$ cat src/rtl/serial_compare6_pkg.sv
// Shared definitions for the serial magnitude comparator: FSM states and default width.
package serial_compare6_pkg;

    localparam int unsigned DEFAULT_WIDTH = 6;

    typedef enum logic [1:0] {
        IDLE  = 2'd0,
        SHIFT = 2'd1,
        DONE  = 2'd2
    } state_t;

endpackage

$ cat src/rtl/serial_compare6_bit_equal.sv
// One-bit equality cell: y is high when both inputs agree.
module bit_equal (
    input  logic a,
    input  logic b,
    output logic y
);

    assign y = ~(a ^ b);

endmodule

$ cat src/rtl/serial_compare6.sv
// Bit-serial unsigned comparator: deserialises two LSB-first operands and
// reports eq/gt/lt plus a per-bit match vector once all WIDTH pairs arrive.
module serial_compare6
    import serial_compare6_pkg::*;
#(
    parameter int unsigned WIDTH = DEFAULT_WIDTH
) (
    input  logic             clk,
    input  logic             reset,
    input  logic             start,
    input  logic             bit_valid,
    input  logic             a_bit,
    input  logic             b_bit,
    output logic             busy,
    output logic             done,
    output logic             eq,
    output logic             gt,
    output logic             lt,
    output logic [WIDTH-1:0] match,
    output logic [WIDTH-1:0] a_word,
    output logic [WIDTH-1:0] b_word
);

    localparam int unsigned CNT_W = (WIDTH > 1) ? $clog2(WIDTH) : 1;
    localparam logic [CNT_W-1:0] LAST_IDX = CNT_W'(WIDTH - 1);

    state_t           state;
    logic [CNT_W-1:0] cnt;
    logic             bit_match;
    logic [WIDTH-1:0] match_new;

    bit_equal u_bit_equal (
        .a (a_bit),
        .b (b_bit),
        .y (bit_match)
    );

    // Match vector including the pair on the inputs, so eq can be taken on the final edge.
    always_comb begin
        match_new      = match;
        match_new[cnt] = bit_match;
    end

    always_ff @(posedge clk) begin
        if (reset) begin
            state  <= IDLE;
            cnt    <= '0;
            busy   <= 1'b0;
            done   <= 1'b0;
            eq     <= 1'b0;
            gt     <= 1'b0;
            lt     <= 1'b0;
            match  <= '0;
            a_word <= '0;
            b_word <= '0;
        end else begin
            done <= 1'b0;
            case (state)
                IDLE, DONE: begin
                    if (start) begin
                        state  <= SHIFT;
                        busy   <= 1'b1;
                        cnt    <= '0;
                        eq     <= 1'b0;
                        gt     <= 1'b0;
                        lt     <= 1'b0;
                        match  <= '0;
                        a_word <= '0;
                        b_word <= '0;
                    end else begin
                        state <= IDLE;
                    end
                end
                SHIFT: begin
                    if (bit_valid) begin
                        match       <= match_new;
                        a_word[cnt] <= a_bit;
                        b_word[cnt] <= b_bit;
                        // Pairs arrive LSB first, so a later difference is more significant.
                        if (a_bit != b_bit) begin
                            gt <= a_bit;
                            lt <= b_bit;
                        end
                        if (cnt == LAST_IDX) begin
                            state <= DONE;
                            busy  <= 1'b0;
                            done  <= 1'b1;
                            eq    <= &match_new;
                        end else begin
                            cnt <= cnt + CNT_W'(1);
                        end
                    end
                end
                default: begin
                    state <= IDLE;
                    busy  <= 1'b0;
                end
            endcase
        end
    end

endmodule

$ cat config.mk
export PLATFORM = sky130hd
export DESIGN_NAME = serial_compare6
export DESIGN_NICKNAME = d
export VERILOG_FILES = /design/src/rtl/serial_compare6_pkg.sv /design/src/rtl/serial_compare6_bit_equal.sv /design/src/rtl/serial_compare6.sv
export SDC_FILE = /design/constraint.sdc
export NUM_CORES = 1
export LEC_CHECK = 0
export CORE_MARGIN = 2
export CORE_UTILIZATION = 47
export CTS_BUF_LIST = sky130_fd_sc_hd__clkbuf_8
export DETAILED_ROUTE_END_ITERATION = 10
export PLACE_DENSITY = 0.82
export SLEW_MARGIN = 15
export SYNTH_ARGS = -nofsm -noshare
export SYNTH_HDL_FRONTEND = slang
export SYNTH_HIERARCHICAL = 1
export SYNTH_SLANG_ARGS = --single-unit
$ cat constraint.sdc
create_clock -name clk -period 1.5 [get_ports clk]
set_clock_uncertainty 0.05 [all_clocks]
set_input_delay 0.375 -clock clk [delete_from_list [all_inputs] [get_ports clk]]
set_output_delay 0.375 -clock clk [all_outputs]
set_load 0.02 [all_outputs]
# Word-level counts from Yosys, hierarchy flattened
# Cells that the tools add are included.
# word_totals
input_bits	6
out_inout_bits	23
wordCells	73
regBits	28
# op_classes
n_mux	35
addsub	1
n_eq_ne	9
n_reduce_logical	12
bitwise	4
n_lt_le_gt_ge	2
# ops
cell	n
6-bit case mux with 2 select lines	3
6-bit two-way mux	4
6-bit bitwise mux	3
1-bit two-way mux	13
4-bit AND reduction	3
2-bit inequality test (second input constant)	5
3-bit two-way mux	3
1-bit case mux with 2 select lines	4
3-bit case mux with 2 select lines	1
3-bit AND reduction	2
6-bit AND reduction	1
3-bit by 4-bit < comparator with 1-bit output (second input constant)	1
2-bit two-way mux	2
2-bit case mux with 2 select lines	1
3-bit by 1-bit adder with 3-bit output (second input constant)	1
1-bit demux with 3-bit select	1
3-bit == test (second input constant)	1
3-bit by 1-bit >= comparator with 1-bit output (second input constant)	1
1-bit NOT	3
3-bit OR reduction	1
2-bit by 1-bit == test with 1-bit output (second input constant)	1
2-bit == test (second input constant)	1
2-bit logical NOT	1
2-bit AND reduction	1
other kinds (5)	5

# Logic depth before layout (Yosys ltp)
# depth
ltp_word	9
depth_mapped	7

# Modules after synthesis
# Netlist, hierarchy kept.
# by_module_without_submodules
mod	seq_area_each_um2	cells_each	n_inst	area_per_inst_um2
serial_compare6	560.5	148	1	1400.1
bit_equal	0.0	1	1	8.8

# Worst setup path after synthesis
# Ideal clock, no wire load.
# synth_path
path_kind	input to register
startpoint	input b_bit
endpoint	register eq
path_slack_ps	69
path_stages	5
setup_ps	84
path_buffers	0
t_arrival_ps	1297
path_cell_list	xnor2_1 > inv_1 > o41ai_2 > nand4_1 > o31ai_2
# synth_via
elab_chain_len	7
# synth_lines
item	line_no	source
start, declared	serial_compare6.sv:13	input logic b_bit,
1-bit bitwise XOR	serial_compare6_bit_equal.sv:8	assign y = ~(a ^ b);
1-bit NOT	serial_compare6_bit_equal.sv:8	
6-bit bitwise mux	serial_compare6.sv:41	match_new[cnt] = bit_match;
6-bit AND reduction	serial_compare6.sv:88	eq <= &match_new;
1-bit two-way mux	serial_compare6.sv:84	if (cnt == LAST_IDX) begin
1-bit two-way mux	serial_compare6.sv:75	if (bit_valid) begin
1-bit case mux with 2 select lines	serial_compare6.sv:58	case (state)
end signal, assigned	serial_compare6.sv:88	
end, declared	serial_compare6.sv:16	output logic eq,
# No other way between the ends. The select of a mux whose other input is x is not followed.
# A chain may end at the register's enable or synchronous reset.

# Worst setup path in the final report
# layout_path
startpoint	input b_bit
endpoint	register eq
# layout_via
elab_chain_len	7
# layout_lines
item	line_no	source
1-bit bitwise XOR	serial_compare6_bit_equal.sv:8	
1-bit NOT	serial_compare6_bit_equal.sv:8	
via bit_match	serial_compare6.sv:29	logic bit_match;
6-bit bitwise mux	serial_compare6.sv:41	
6-bit AND reduction	serial_compare6.sv:88	
1-bit two-way mux	serial_compare6.sv:84	
1-bit two-way mux	serial_compare6.sv:75	
1-bit case mux with 2 select lines	serial_compare6.sv:58	
# The timed path passes the listed nets, and every way through them passes these cells. The select of a mux whose other input is x is not followed.

==> run summary <==
sequential share of power: 52.9%
Worst Setup Path Type: in -> reg
clock tree from TritonCTS: yes
cell area after technology mapping: 1410 um^2
Int Pwr: 1.08 mW
Post-layout nets: 211
Hold Vio Cnt, Final: 0
Netlist cell types: 38
Worst Path Arrival: 1710 ps
stage delay of the slowest cell on the critical path: 270 ps
maximum number of pins on one net before global-route repair: 15
highest fanout seen on the critical path: 3
area added between synthesis and finish: 41.2%
die span in x: 58.8 um
iteration-0 DRC count of the detailed router: 74
sum of overflow across all layers after global routing: 0
initial antenna violation count: 0
total of buffers placed on input and output ports: 28
Die H: 58.8 um
crit path time final: 1560 ps
wire length of the first global-routing pass: 6.22 mm
tightest slew margin relative to the limit: 74.6%
final estimated routing congestion in global placement: 0.879
core region area: 2810 um^2
buffers from clock root to sink, at most: 2
logic gate share of total power: 20.0%
overall global routing resource usage: 23.9%
slew of the pin with the lowest slew margin: 382 ps
Critical-path top delay cell: sky130_fd_sc_hd__dlygate4sd2_1
Boundary Pins: 29
final cell count without fillers: 232
min setup slack post-route: -62.6 ps
DR vias/cell: 5.87
post-route antenna net violation count: 0
master cell of the clock root buffer: sky130_fd_sc_hd__clkbuf_8
Hold Path Cell Cnt: 2
Sequential cell area: 569 um^2
Psw: 0.385 mW
combined area of the multi-input logic cells: 815 um^2
fin crit share: 104%
count of cells along the worst register-to-register path: 4
maximum achievable frequency: 0.640 GHz
part of the total power dissipated in the clock network: 27.0%
fillcell total: 218
starting utilization of the core area: 50.2%
share of post-route cells with drive strength above 1: 30.3%
sequential element share of the synthesized area: 39.8%
number of cell rows: 19
vias in the first global route: 1,355
worst-case vdd ir drop: 0.000626 V
# clock sinks: 28
routed wire length per instance: 17.1 um
power density over the cells: 738 nW/um^2
Num CTS Buffers: 3
Final setup viols: 1
critical path data required time: 1650 ps
category of the worst setup path launch point: input port
path type of the worst min-delay path: reg -> reg
die outline area: 3450 um^2
number of iterations in the first detailed-routing pass: 7
antenna diode count: 0
worst-path cell chain: dlygate4sd2_1 > xnor2_2 > buf_4 > nand3b_1 > o22ai_1 > nand4_1 > o31ai_2
Switching Share: 26.2%
number of H-tree branching levels: 1
vias after detailed routing: 1,361
Total Routed Length: 3.96 mm
Syn Area/Cell: 9.46 um^2
Post-Syn Nets: 157
violated checks: design-rule violations, negative setup slack
max-capacitance violation count: 0
Post-Route Utilization: 70.9%
Leak: 0.893 nW
Worst-path clk slew: 90 ps
total half-perimeter wirelength after legalization and detailed placement: 2.80 mm
RSZ-0062 raised after global routing: yes
setup slack at placement: -529 ps
count of unresolved DRC violations after routing: 2
number of pins exceeding their max-slew limit in the final report: 0
Worst Setup End Kind: flip-flop
run status: finished with violations
total instance count after detailed placement: 225
Mapped Cells: 149
number of storage elements in the synthesis netlist: 28
later-pin clock latency in the skew report: 270 ps
number of synthesis warnings: 6
## power by group through the flow
| stage | Clock, mW | Sequential, mW | Combinational (mW) |
|---|---|---|---|
| global placement | 0 | 0.791 | 0.260 |
| CTS | 0.409 | 0.776 | 0.270 |
| finish | 0.397 | 0.777 | 0.294 |
| detailed placement | 0 | 0.792 | 0.268 |
| floorplan | 0 | 0.789 | 0.151 |
| global route | 0.430 | 0.780 | 0.312 |
## metrics by stage
| stage | total power, mW | hold WS (ps) | cell area (um^2) | TNS (ps) |
|---|---|---|---|---|
| after floorplan | 0.940 | 473 | 1410 | 0 |
| after global placement | 1.05 | 410 | 1880 | -6640 |
| after detailed placement | 1.06 | 415 | 1880 | -7680 |
| after CTS | 1.45 | 429 | 1910 | 0 |
| after global routing | 1.52 | 468 | 1990 | -92.9 |
| final | 1.47 | 429 | 1990 | -62.6 |
## cell usage in the layout, fill, tap and decap left out, types with 2 or more instances in the layout
| master | Yosys | final |
|---|---|---|
| sky130_fd_sc_hd__nor3b_4 | 1 | 2 |
| sky130_fd_sc_hd__buf_12 | 0 | 2 |
| sky130_fd_sc_hd__clkbuf_8 | 0 | 3 |
| sky130_fd_sc_hd__nand2b_1 | 4 | 4 |
| sky130_fd_sc_hd__xor2_1 | 2 | 2 |
| sky130_fd_sc_hd__buf_4 | 4 | 27 |
| sky130_fd_sc_hd__a22oi_1 | 17 | 16 |
| sky130_fd_sc_hd__nor2_1 | 23 | 23 |
| sky130_fd_sc_hd__nor3_1 | 3 | 3 |
| sky130_fd_sc_hd__o22ai_2 | 4 | 4 |
| sky130_fd_sc_hd__dfxtp_2 | 0 | 4 |
| sky130_fd_sc_hd__nor3_2 | 2 | 2 |
| sky130_fd_sc_hd__and2_1 | 2 | 2 |
| sky130_fd_sc_hd__a21oi_1 | 7 | 7 |
| sky130_fd_sc_hd__nand2_1 | 5 | 5 |
| sky130_fd_sc_hd__ha_1 | 2 | 2 |
| sky130_fd_sc_hd__and2_4 | 2 | 2 |
| sky130_fd_sc_hd__nor2b_1 | 3 | 3 |
| sky130_fd_sc_hd__dlygate4sd2_1 | 0 | 26 |
| sky130_fd_sc_hd__nand3b_1 | 6 | 6 |
| sky130_fd_sc_hd__dfxtp_1 | 28 | 23 |
| sky130_fd_sc_hd__o22ai_1 | 2 | 2 |
| sky130_fd_sc_hd__mux2i_1 | 4 | 3 |
| sky130_fd_sc_hd__o21ai_0 | 5 | 4 |
## layer usage
metal	routed length, um	global-route usage [%]	share of wire [%]
met1	1590	29.8	40
met2	2000	39.7	51
met3	229	3.96	5.8
met4	136	12.0	3.4
met5	0	0	0
## worst max-delay path, delay by kind of cell
kind,cells,cell delay (ps)
buf+inv,2,430
compound gates,2,430
simple gates,2,250
xor+xnor,1,220
## flip-flops by register name, indices dropped and copies added, names as in the netlist
| register | cells |
|---|---|
| lt | 1 |
| match | 6 |
| eq | 1 |
| busy | 1 |
| gt | 1 |
| state | 2 |
| done | 1 |
| cnt | 3 |
| b_word | 6 |
| a_word | 6 |
## worst paths after layout
path              slack [ps]  end    from
setup / recovery         -60   eq   b_bit
hold reg to reg          430   lt      lt
hold / removal           430   lt      lt
setup reg to reg          40   eq  cnt[2]
## cell families after synthesis
group,after synthesis,share of synthesized area [%]
muxes,6,4.71
buffers and inverters,11,5.06
DFF,28,39.8
adders and majority gates,2,1.78
AOI/OAI and AO/OA,40,21.6
and+or+nand+nor,59,25.2
xor gates and xnor gates,3,1.87
## area by class of cell
class                           instances  area share [%]
Multi-Input combinational cell        110            40.9
Sequential cell                        28            28.6
Timing Repair Buffer                   58            26.0
Clock buffer                            3            2.08
Tap cell                               31            1.95
Inverter                                2           0.377
## Yosys cell counts (all sizes together)
library cell,count,share of area [%]
nor2b,4,2.3
nand3,1,0.35
nand2,5,1.3
o211ai,2,1.4
mux2i,4,2.8
nor3,5,2.5
and3b,2,1.5
nor2,23,6.1
nand3b,6,3.2
nand4,1,0.44
o41ai,1,1.2
xor2,2,1.2
xnor2,1,0.62
dfxtp,28,40
ha,2,1.8
a21oi,7,2.5
mux2,2,1.9
and2,4,2.1
nand2b,4,1.8
buf,6,3.7
a22oi,17,9.1
clkbuf,3,0.80
inv,2,0.53
o22ai,6,4.4
and3,1,0.44
o21ai,6,2.1
nor3b,3,3.1
o31ai,1,0.89
## timing repair
action	4_1_cts	5_1_grt
hold buffers	0	0
setup endpoints to repair	38	19
pin swaps	1	3
gates resized for setup	30	11
gates cloned	0	1
setup buffers	1	2
Power figures use the tool's default switching activity.
